$ cat src/rtl/msxbus_burst_bridge.sv
// Host byte-stream to MSX cartridge bus engine: CS-framed command/address/data bytes become timed mem/io cycles.
// Define MSXBUS_BURST_EN to honour the burst flag, the LEN byte and per-beat address auto-increment.
module msxbus_burst_bridge #(
  parameter int SLOTS     = 2,
  parameter int T_SETUP   = 2,
  parameter int T_STROBE  = 6,
  parameter int T_RECOVER = 2,
  parameter int WAIT_MAX  = 1023
) (
  input  logic             CLK,
  input  logic             RST,
  input  logic             CS,
  input  logic             HSTB,
  input  logic [7:0]       HDATA,
  output logic [7:0]       ROUT,
  output logic             RVALID,
  output logic             BUSY,
  output logic             ERR,
  input  logic             WAIT_n,
  input  logic [7:0]       DATA_I,
  output logic [7:0]       DATA_O,
  output logic             DATA_OE,
  output logic [15:0]      ADDR,
  output logic             RD_n,
  output logic             WR_n,
  output logic             MREQ_n,
  output logic             IORQ_n,
  output logic [SLOTS-1:0] SLTSL_n
);

  localparam int WW   = $clog2(WAIT_MAX + 1);
  localparam int TMAX = (T_SETUP > T_STROBE) ?
                        ((T_SETUP > T_RECOVER) ? T_SETUP : T_RECOVER) :
                        ((T_STROBE > T_RECOVER) ? T_STROBE : T_RECOVER);
  localparam int PW   = $clog2(TMAX + 1);

  typedef enum logic [2:0] {
    S_IDLE, S_HDR_L, S_HDR_H, S_LEN, S_WDATA, S_SETUP, S_STROBE, S_RECOVER
  } state_t;

  state_t state_reg, state_next;

  logic          cs_reg, hstb_reg;
  logic [7:0]    hdata_reg;
  logic          wait_s1_reg, wait_s2_reg;
  logic [1:0]    op_reg;
  logic [2:0]    slot_reg;
  logic [15:0]   addr_reg;
  logic [7:0]    wdata_reg, rdata_reg, rout_reg;
  logic          rd_done_reg, rvalid_reg, err_reg, abort_reg;
  logic [PW-1:0] cnt_reg;
  logic [WW-1:0] wait_cnt_reg;
`ifdef MSXBUS_BURST_EN
  logic          burst_reg;
  logic [8:0]    beats_reg;
`endif

  logic             host_byte, is_write, is_io, phase_last, wait_expired, last_beat;
  logic [SLOTS-1:0] slot_sel;

  assign host_byte    = hstb_reg & ~cs_reg;
  assign is_write     = op_reg[0];
  assign is_io        = op_reg[1];
  assign wait_expired = (wait_cnt_reg == WW'(WAIT_MAX));
`ifdef MSXBUS_BURST_EN
  assign last_beat    = (beats_reg == 9'd1);
`else
  assign last_beat    = 1'b1;
`endif

  // Out-of-range slot numbers match no decoder, leaving every select high (open-bus access).
  for (genvar gi = 0; gi < SLOTS; gi++) begin : g_slot
    assign slot_sel[gi] = ~(slot_reg == 3'(gi));
  end

  always_comb begin
    phase_last = 1'b0;
    case (state_reg)
      S_SETUP:   phase_last = (cnt_reg == PW'(T_SETUP - 1));
      S_STROBE:  phase_last = (cnt_reg == PW'(T_STROBE - 1));
      S_RECOVER: phase_last = (cnt_reg == PW'(T_RECOVER - 1));
      default:   phase_last = 1'b0;
    endcase
  end

  always_ff @(posedge CLK) begin
    if (RST) state_reg <= S_IDLE;
    else     state_reg <= state_next;
  end

  always_comb begin
    state_next = state_reg;
    case (state_reg)
      S_IDLE:  if (host_byte) state_next = S_HDR_L;
      S_HDR_L: if (cs_reg) state_next = S_IDLE;
               else if (hstb_reg) state_next = S_HDR_H;
      S_HDR_H: if (cs_reg) state_next = S_IDLE;
               else if (hstb_reg) begin
                 state_next = is_write ? S_WDATA : S_SETUP;
`ifdef MSXBUS_BURST_EN
                 if (burst_reg) state_next = S_LEN;
`endif
               end
      S_LEN:   if (cs_reg) state_next = S_IDLE;
               else if (hstb_reg) state_next = is_write ? S_WDATA : S_SETUP;
      S_WDATA: if (cs_reg) state_next = S_IDLE;
               else if (hstb_reg) state_next = S_SETUP;
      S_SETUP: if (cs_reg) state_next = S_RECOVER;
               else if (phase_last) state_next = S_STROBE;
      // Strobe ends once the minimum is met and WAIT is released, or the wait budget runs out.
      S_STROBE: if (cs_reg || (phase_last && (wait_s2_reg || wait_expired)))
                  state_next = S_RECOVER;
      S_RECOVER: if (phase_last) begin
                   if (abort_reg || cs_reg || last_beat) state_next = S_IDLE;
                   else state_next = is_write ? S_WDATA : S_SETUP;
                 end
      default: state_next = S_IDLE;
    endcase
  end

  always_comb begin
    RD_n    = 1'b1;
    WR_n    = 1'b1;
    MREQ_n  = 1'b1;
    IORQ_n  = 1'b1;
    SLTSL_n = '1;
    DATA_OE = 1'b0;
    if (state_reg == S_SETUP || state_reg == S_STROBE) begin
      MREQ_n  = is_io;
      IORQ_n  = ~is_io;
      SLTSL_n = is_io ? '1 : slot_sel;
      DATA_OE = is_write;
      if (state_reg == S_STROBE) begin
        RD_n = is_write;
        WR_n = ~is_write;
      end
    end
  end

  assign BUSY   = (state_reg != S_IDLE);
  assign ADDR   = addr_reg;
  assign DATA_O = wdata_reg;
  assign ROUT   = rout_reg;
  assign RVALID = rvalid_reg;
  assign ERR    = err_reg;

  always_ff @(posedge CLK) begin
    if (RST) begin
      cs_reg       <= 1'b1;
      hstb_reg     <= 1'b0;
      hdata_reg    <= '0;
      wait_s1_reg  <= 1'b1;
      wait_s2_reg  <= 1'b1;
      op_reg       <= '0;
      slot_reg     <= '0;
      addr_reg     <= '0;
      wdata_reg    <= '0;
      rdata_reg    <= '0;
      rout_reg     <= '0;
      rd_done_reg  <= 1'b0;
      rvalid_reg   <= 1'b0;
      err_reg      <= 1'b0;
      abort_reg    <= 1'b0;
      cnt_reg      <= '0;
      wait_cnt_reg <= '0;
`ifdef MSXBUS_BURST_EN
      burst_reg    <= 1'b0;
      beats_reg    <= 9'd1;
`endif
    end else begin
      cs_reg      <= CS;
      hstb_reg    <= HSTB;
      hdata_reg   <= HDATA;
      wait_s1_reg <= WAIT_n;
      wait_s2_reg <= wait_s1_reg;
      rd_done_reg <= 1'b0;
      rvalid_reg  <= rd_done_reg;
      if (rd_done_reg) rout_reg <= rdata_reg;

      if (state_next != state_reg) cnt_reg <= '0;
      else if (!phase_last)        cnt_reg <= cnt_reg + PW'(1);

      if (state_reg != S_STROBE) wait_cnt_reg <= '0;
      else if (phase_last && !wait_s2_reg && !wait_expired)
        wait_cnt_reg <= wait_cnt_reg + WW'(1);

      case (state_reg)
        S_IDLE: begin
          abort_reg <= 1'b0;
          if (host_byte) begin
            op_reg   <= hdata_reg[7:6];
            slot_reg <= hdata_reg[5:3];
            err_reg  <= 1'b0;
`ifdef MSXBUS_BURST_EN
            burst_reg <= hdata_reg[2];
            beats_reg <= 9'd1;
`endif
          end
        end
        S_HDR_L: if (host_byte) addr_reg[7:0]  <= hdata_reg;
        S_HDR_H: if (host_byte) addr_reg[15:8] <= hdata_reg;
`ifdef MSXBUS_BURST_EN
        S_LEN:   if (host_byte) beats_reg <= (hdata_reg == 8'd0) ? 9'd256 : {1'b0, hdata_reg};
`endif
        S_WDATA: if (host_byte) wdata_reg <= hdata_reg;
        S_SETUP: if (cs_reg) abort_reg <= 1'b1;
        S_STROBE: begin
          if (cs_reg) abort_reg <= 1'b1;
          else if (phase_last) begin
            if (wait_s2_reg) begin
              if (!is_write) begin
                rdata_reg   <= DATA_I;
                rd_done_reg <= 1'b1;
              end
            end else if (wait_expired) begin
              err_reg   <= 1'b1;
              abort_reg <= 1'b1;
            end
          end
        end
        S_RECOVER: begin
          if (cs_reg) abort_reg <= 1'b1;
`ifdef MSXBUS_BURST_EN
          // I/O ports live in ADDR[7:0]; the upper byte is held across an I/O burst.
          if (state_next == S_WDATA || state_next == S_SETUP) begin
            beats_reg <= beats_reg - 9'd1;
            addr_reg  <= is_io ? {addr_reg[15:8], addr_reg[7:0] + 8'd1} : addr_reg + 16'd1;
          end
`endif
        end
        default: ;
      endcase
    end
  end

endmodule

$ cat config.mk
export PLATFORM = sky130hd
export DESIGN_NAME = msxbus_burst_bridge
export DESIGN_NICKNAME = d
export VERILOG_FILES = /design/src/rtl/msxbus_burst_bridge.sv
export SDC_FILE = /design/constraint.sdc
export NUM_CORES = 1
export LEC_CHECK = 0
export ABC_CLOCK_PERIOD_IN_PS = 3000
export BUFFER_PORTS_ARGS = -buffer_cell sky130_fd_sc_hd__buf_2
export CORE_MARGIN = 3
export CORE_UTILIZATION = 55
export CTS_CLUSTER_SIZE = 10
export DETAILED_ROUTE_END_ITERATION = 8
export GPL_ROUTABILITY_DRIVEN = 0
export PLACE_DENSITY = 0.92
export SYNTH_ARGS = -nofsm -noshare
export SYNTH_HDL_FRONTEND = slang
export SYNTH_SLANG_ARGS = --single-unit
$ cat constraint.sdc
create_clock -name CLK -period 3 [get_ports CLK]
set_input_delay 0.6 -clock CLK [delete_from_list [all_inputs] [get_ports CLK]]
set_output_delay 0.6 -clock CLK [all_outputs]
set_load 0.01 [all_outputs]
==> results.sh <==
export IMPL_grt_pass1_wl_mm=10.8
export IMPL_cts_sinks=76
export IMPL_crit_start="state_reg[0]"
export IMPL_cts_resized=0
export IMPL_antennaDiodeCount=0
export IMPL_rsz0062_at_grt="no"
export IMPL_io_pins=63
export IMPL_antenna_found_initial=0
export IMPL_synth_seq_area_share_pct=47.5
export IMPL_cp_end_kind="output pin"
export IMPL_hold_depth=1
export IMPL_nets=421
export IMPL_path_max_fanout=19
export IMPL_grt_max_degree=41
export IMPL_r2r_end="rdata_reg[3]"
export IMPL_holdPathEnd="wait_s2_reg"
export IMPL_synth_avg_cell_area_um2=9.39
export IMPL_placedCellCount=458
export IMPL_cts_tree="built"
export IMPL_worstHoldStart="wait_s1_reg"
export IMPL_num_fill_cells=439
export IMPL_cts_made_buffers=9
export IMPL_yosysWarnings=0
export IMPL_period_minus_slack_ps=2650
export IMPL_syn_area_um2=3200
export IMPL_tns_ps=0
export IMPL_hp_class="flop to flop"
export IMPL_worst_clock_skew_ps=12.6
export IMPL_netlist_instances=341
export IMPL_yosysUniqueCellTypes=52
export IMPL_clk_latency_ps=350
export IMPL_hold_viol=0
export IMPL_clockBufferDepth=2
export IMPL_yosys_most_used_dff="dfxtp_1"
export IMPL_via_per_inst=5.38
export IMPL_synth_edf_count=0
export IMPL_synth_top_area_share_pct=47.5
export IMPL_wl_mm=6.55
export IMPL_drt_iter0_markers=206
export IMPL_antenna_left=0
export IMPL_max_cap_violations=0
export IMPL_die_area_um2=6770
export IMPL_fin_crit_sh_pct=88.4
export IMPL_ctsRootBufferMaster="clkbuf_8"
export IMPL_leakage_nw=1.67
export IMPL_largest_reg_flops=16
export IMPL_drt_wirelength_per_cell_um=13.8
export IMPL_cp_required_ps=2400
export IMPL_die_x_um=82.3
export IMPL_drc=0
export IMPL_rows=27
export IMPL_ir_drop_mv=0.448
export IMPL_synthArstFlopShare_pct=0
export IMPL_cellPowerDensity_nw_per_um2=531
export IMPL_htreeDepth=3
export IMPL_slew_viol_final=0
export IMPL_slew_headroom_pct=55.4
export IMPL_syn2layout_area_growth_pct=16.8
export IMPL_initial_core_util_pct=57.4
export IMPL_dr_pass1_iters=4
export IMPL_critical_path_startpoint_type="flop"
export IMPL_post_cts_setup_buffers=0
export IMPL_die_h_um=82.3
export IMPL_core_area_um2=5570
export IMPL_setup_violations_final=0
export IMPL_grt_pass1_vias=2318
export IMPL_max_stage_delay_ps=760
export IMPL_synthTopCellsByArea="dfxtp_1 (48%), mux2i_1 (11%), nor2_1 (5.4%), nand3_1 (3.4%), nand2_1 (3.4%)"
export IMPL_num_vias=2551
export IMPL_worstPathArrival_ps=2050
export IMPL_crit_slowest_cell="dfxtp_1"
export IMPL_drive_above_1_share_pct=24.6
export IMPL_dp_hpwl_mm=4.71
export IMPL_worstMarginPinSlew_ps=668
export IMPL_reg2regPathDepth=5
export IMPL_clkTransAtPathRegs_ps=80
export IMPL_max_clock_freq_mhz=377
export IMPL_finalNonFillerCells=474
export IMPL_outcome="completed"
export IMPL_grt_ovfl_total=0
export IMPL_worstSetupPathType="flop to output pin"
export IMPL_portBuffers=62
export IMPL_synth_top_area_cell="dfxtp_1"
export IMPL_cp_cell_sequence="xor2_1, nand3b_1, nor3_1, nand2_1, buf_2"
export IMPL_syn_nets=365
export IMPL_r2r_start="state_reg[2]"
export IMPL_ys_ff_latch=76
export IMPL_reg2reg_slack_ps=910
export IMPL_gr_usage_all_layers_pct=21.1
export IMPL_hold_buffers=0
-- cells in the mapped netlist (2+ instances only) --
library cell and number:
a211oi_1 3, a21oi_1 19, and3_1 4, buf_2 3
buf_4 2, buf_6 2, clkbuf_1 10, dfxtp_1 76
ha_1 3, inv_1 5, mux2i_1 35, nand2_1 29
nand2b_1 3, nand3_1 22, nand3_2 2, nand3b_1 2
nand4_1 6, nand4b_1 2, nor2_1 46, nor2b_1 13
nor3_1 5, nor4b_1 2, o211ai_1 2, o21ai_0 3
o22ai_1 2, or2_2 5, or3_1 2, xnor2_1 2
xor2_1 8
-- cell usage in the layout, fill, tap and decap left out, types with 2 or more instances in the layout --
master      n
or3_1       2
bufinv_16   2
inv_1       5
mux2i_1    35
or2_2       5
nand3b_1    2
nor2_1     46
o211ai_1    2
clkbuf_8   10
nand4b_1    2
nand2_1    29
nor4b_1     2
inv_6       2
xor2_1      8
dfxtp_1    76
o21ai_0     3
o22ai_1     2
nand2b_1    3
a211oi_1    3
ha_1        3
buf_2      62
nor2b_1    13
a21oi_1    19
and3_1      4
xnor2_1     2
nor3_1      5
nand3_1    22
buf_4       2
nand3_2     2
nand4_1     6
-- through the flow --
step,power (mW),hold WS [ps],instance area (µm²),setup WS (ps),util (%)
2_1_floorplan,1.11,389,3200,1080,-
3_3_place_gp,1.13,393,3510,851,62.9
4_1_cts,2.00,426,3740,379,67.1
3_5_place_dp,1.13,400,3510,772,62.9
6_report,1.99,424,3740,348,67.1
5_1_grt,2.06,432,3740,94.2,67.1
-- routing by layer --
metal / share of wire (%) / GRT usage [%]
met4: 1.9 / 10.5
met3: 7.1 / 5.10
met2: 46 / 32.9
met5: 0 / 0
met1: 45 / 27.1
-- cell families after synthesis --
logic type | after synthesis | synth area share [%]
and+or+nand+nor | 154 | 25.3
DFF | 76 | 47.5
AOI/OAI and AO/OA | 39 | 8.32
muxes | 35 | 10.9
buffers and inverters | 24 | 3.99
xor gates and xnor gates | 10 | 2.74
adders and majority gates | 3 | 1.17
-- worst max-delay path, delay by kind of cell, from the launching register on --
kind / cells / cell delay (ps)
xor+xnor: 1 / 280
buf+inv: 1 / 150
flops: 1 / 760
simple gates: 3 / 530
-- how the worst max path moves through the flow --
stage            endpoint  depth (start not counted)
6_report       SLTSL_n[1]                          5
3_3_place_gp   SLTSL_n[0]                          5
2_1_floorplan  SLTSL_n[0]                          6
4_1_cts        SLTSL_n[1]                          5
3_5_place_dp   SLTSL_n[1]                          5
5_1_grt        SLTSL_n[0]                          5
-- cell type report --
cell class / instances / area, µm² / area share, %
tap: 72 / 90.1 / 2.41
inverter: 5 / 18.8 / 0.502
clock inverter: 6 / 93.8 / 2.51
multi-input combinational: 241 / 1550 / 41.5
clock buffer: 10 / 138 / 3.68
sequential: 76 / 1520 / 40.7
timing repair buffer: 64 / 325 / 8.70
-- power by group --
| part | switching [mW] | internal, mW |
|---|---|---|
| Combinational | 0.0370 | 0.0313 |
| Sequential | 0.0188 | 1.02 |
| Clock | 0.381 | 0.498 |
(Power assumes the default switching activity.)
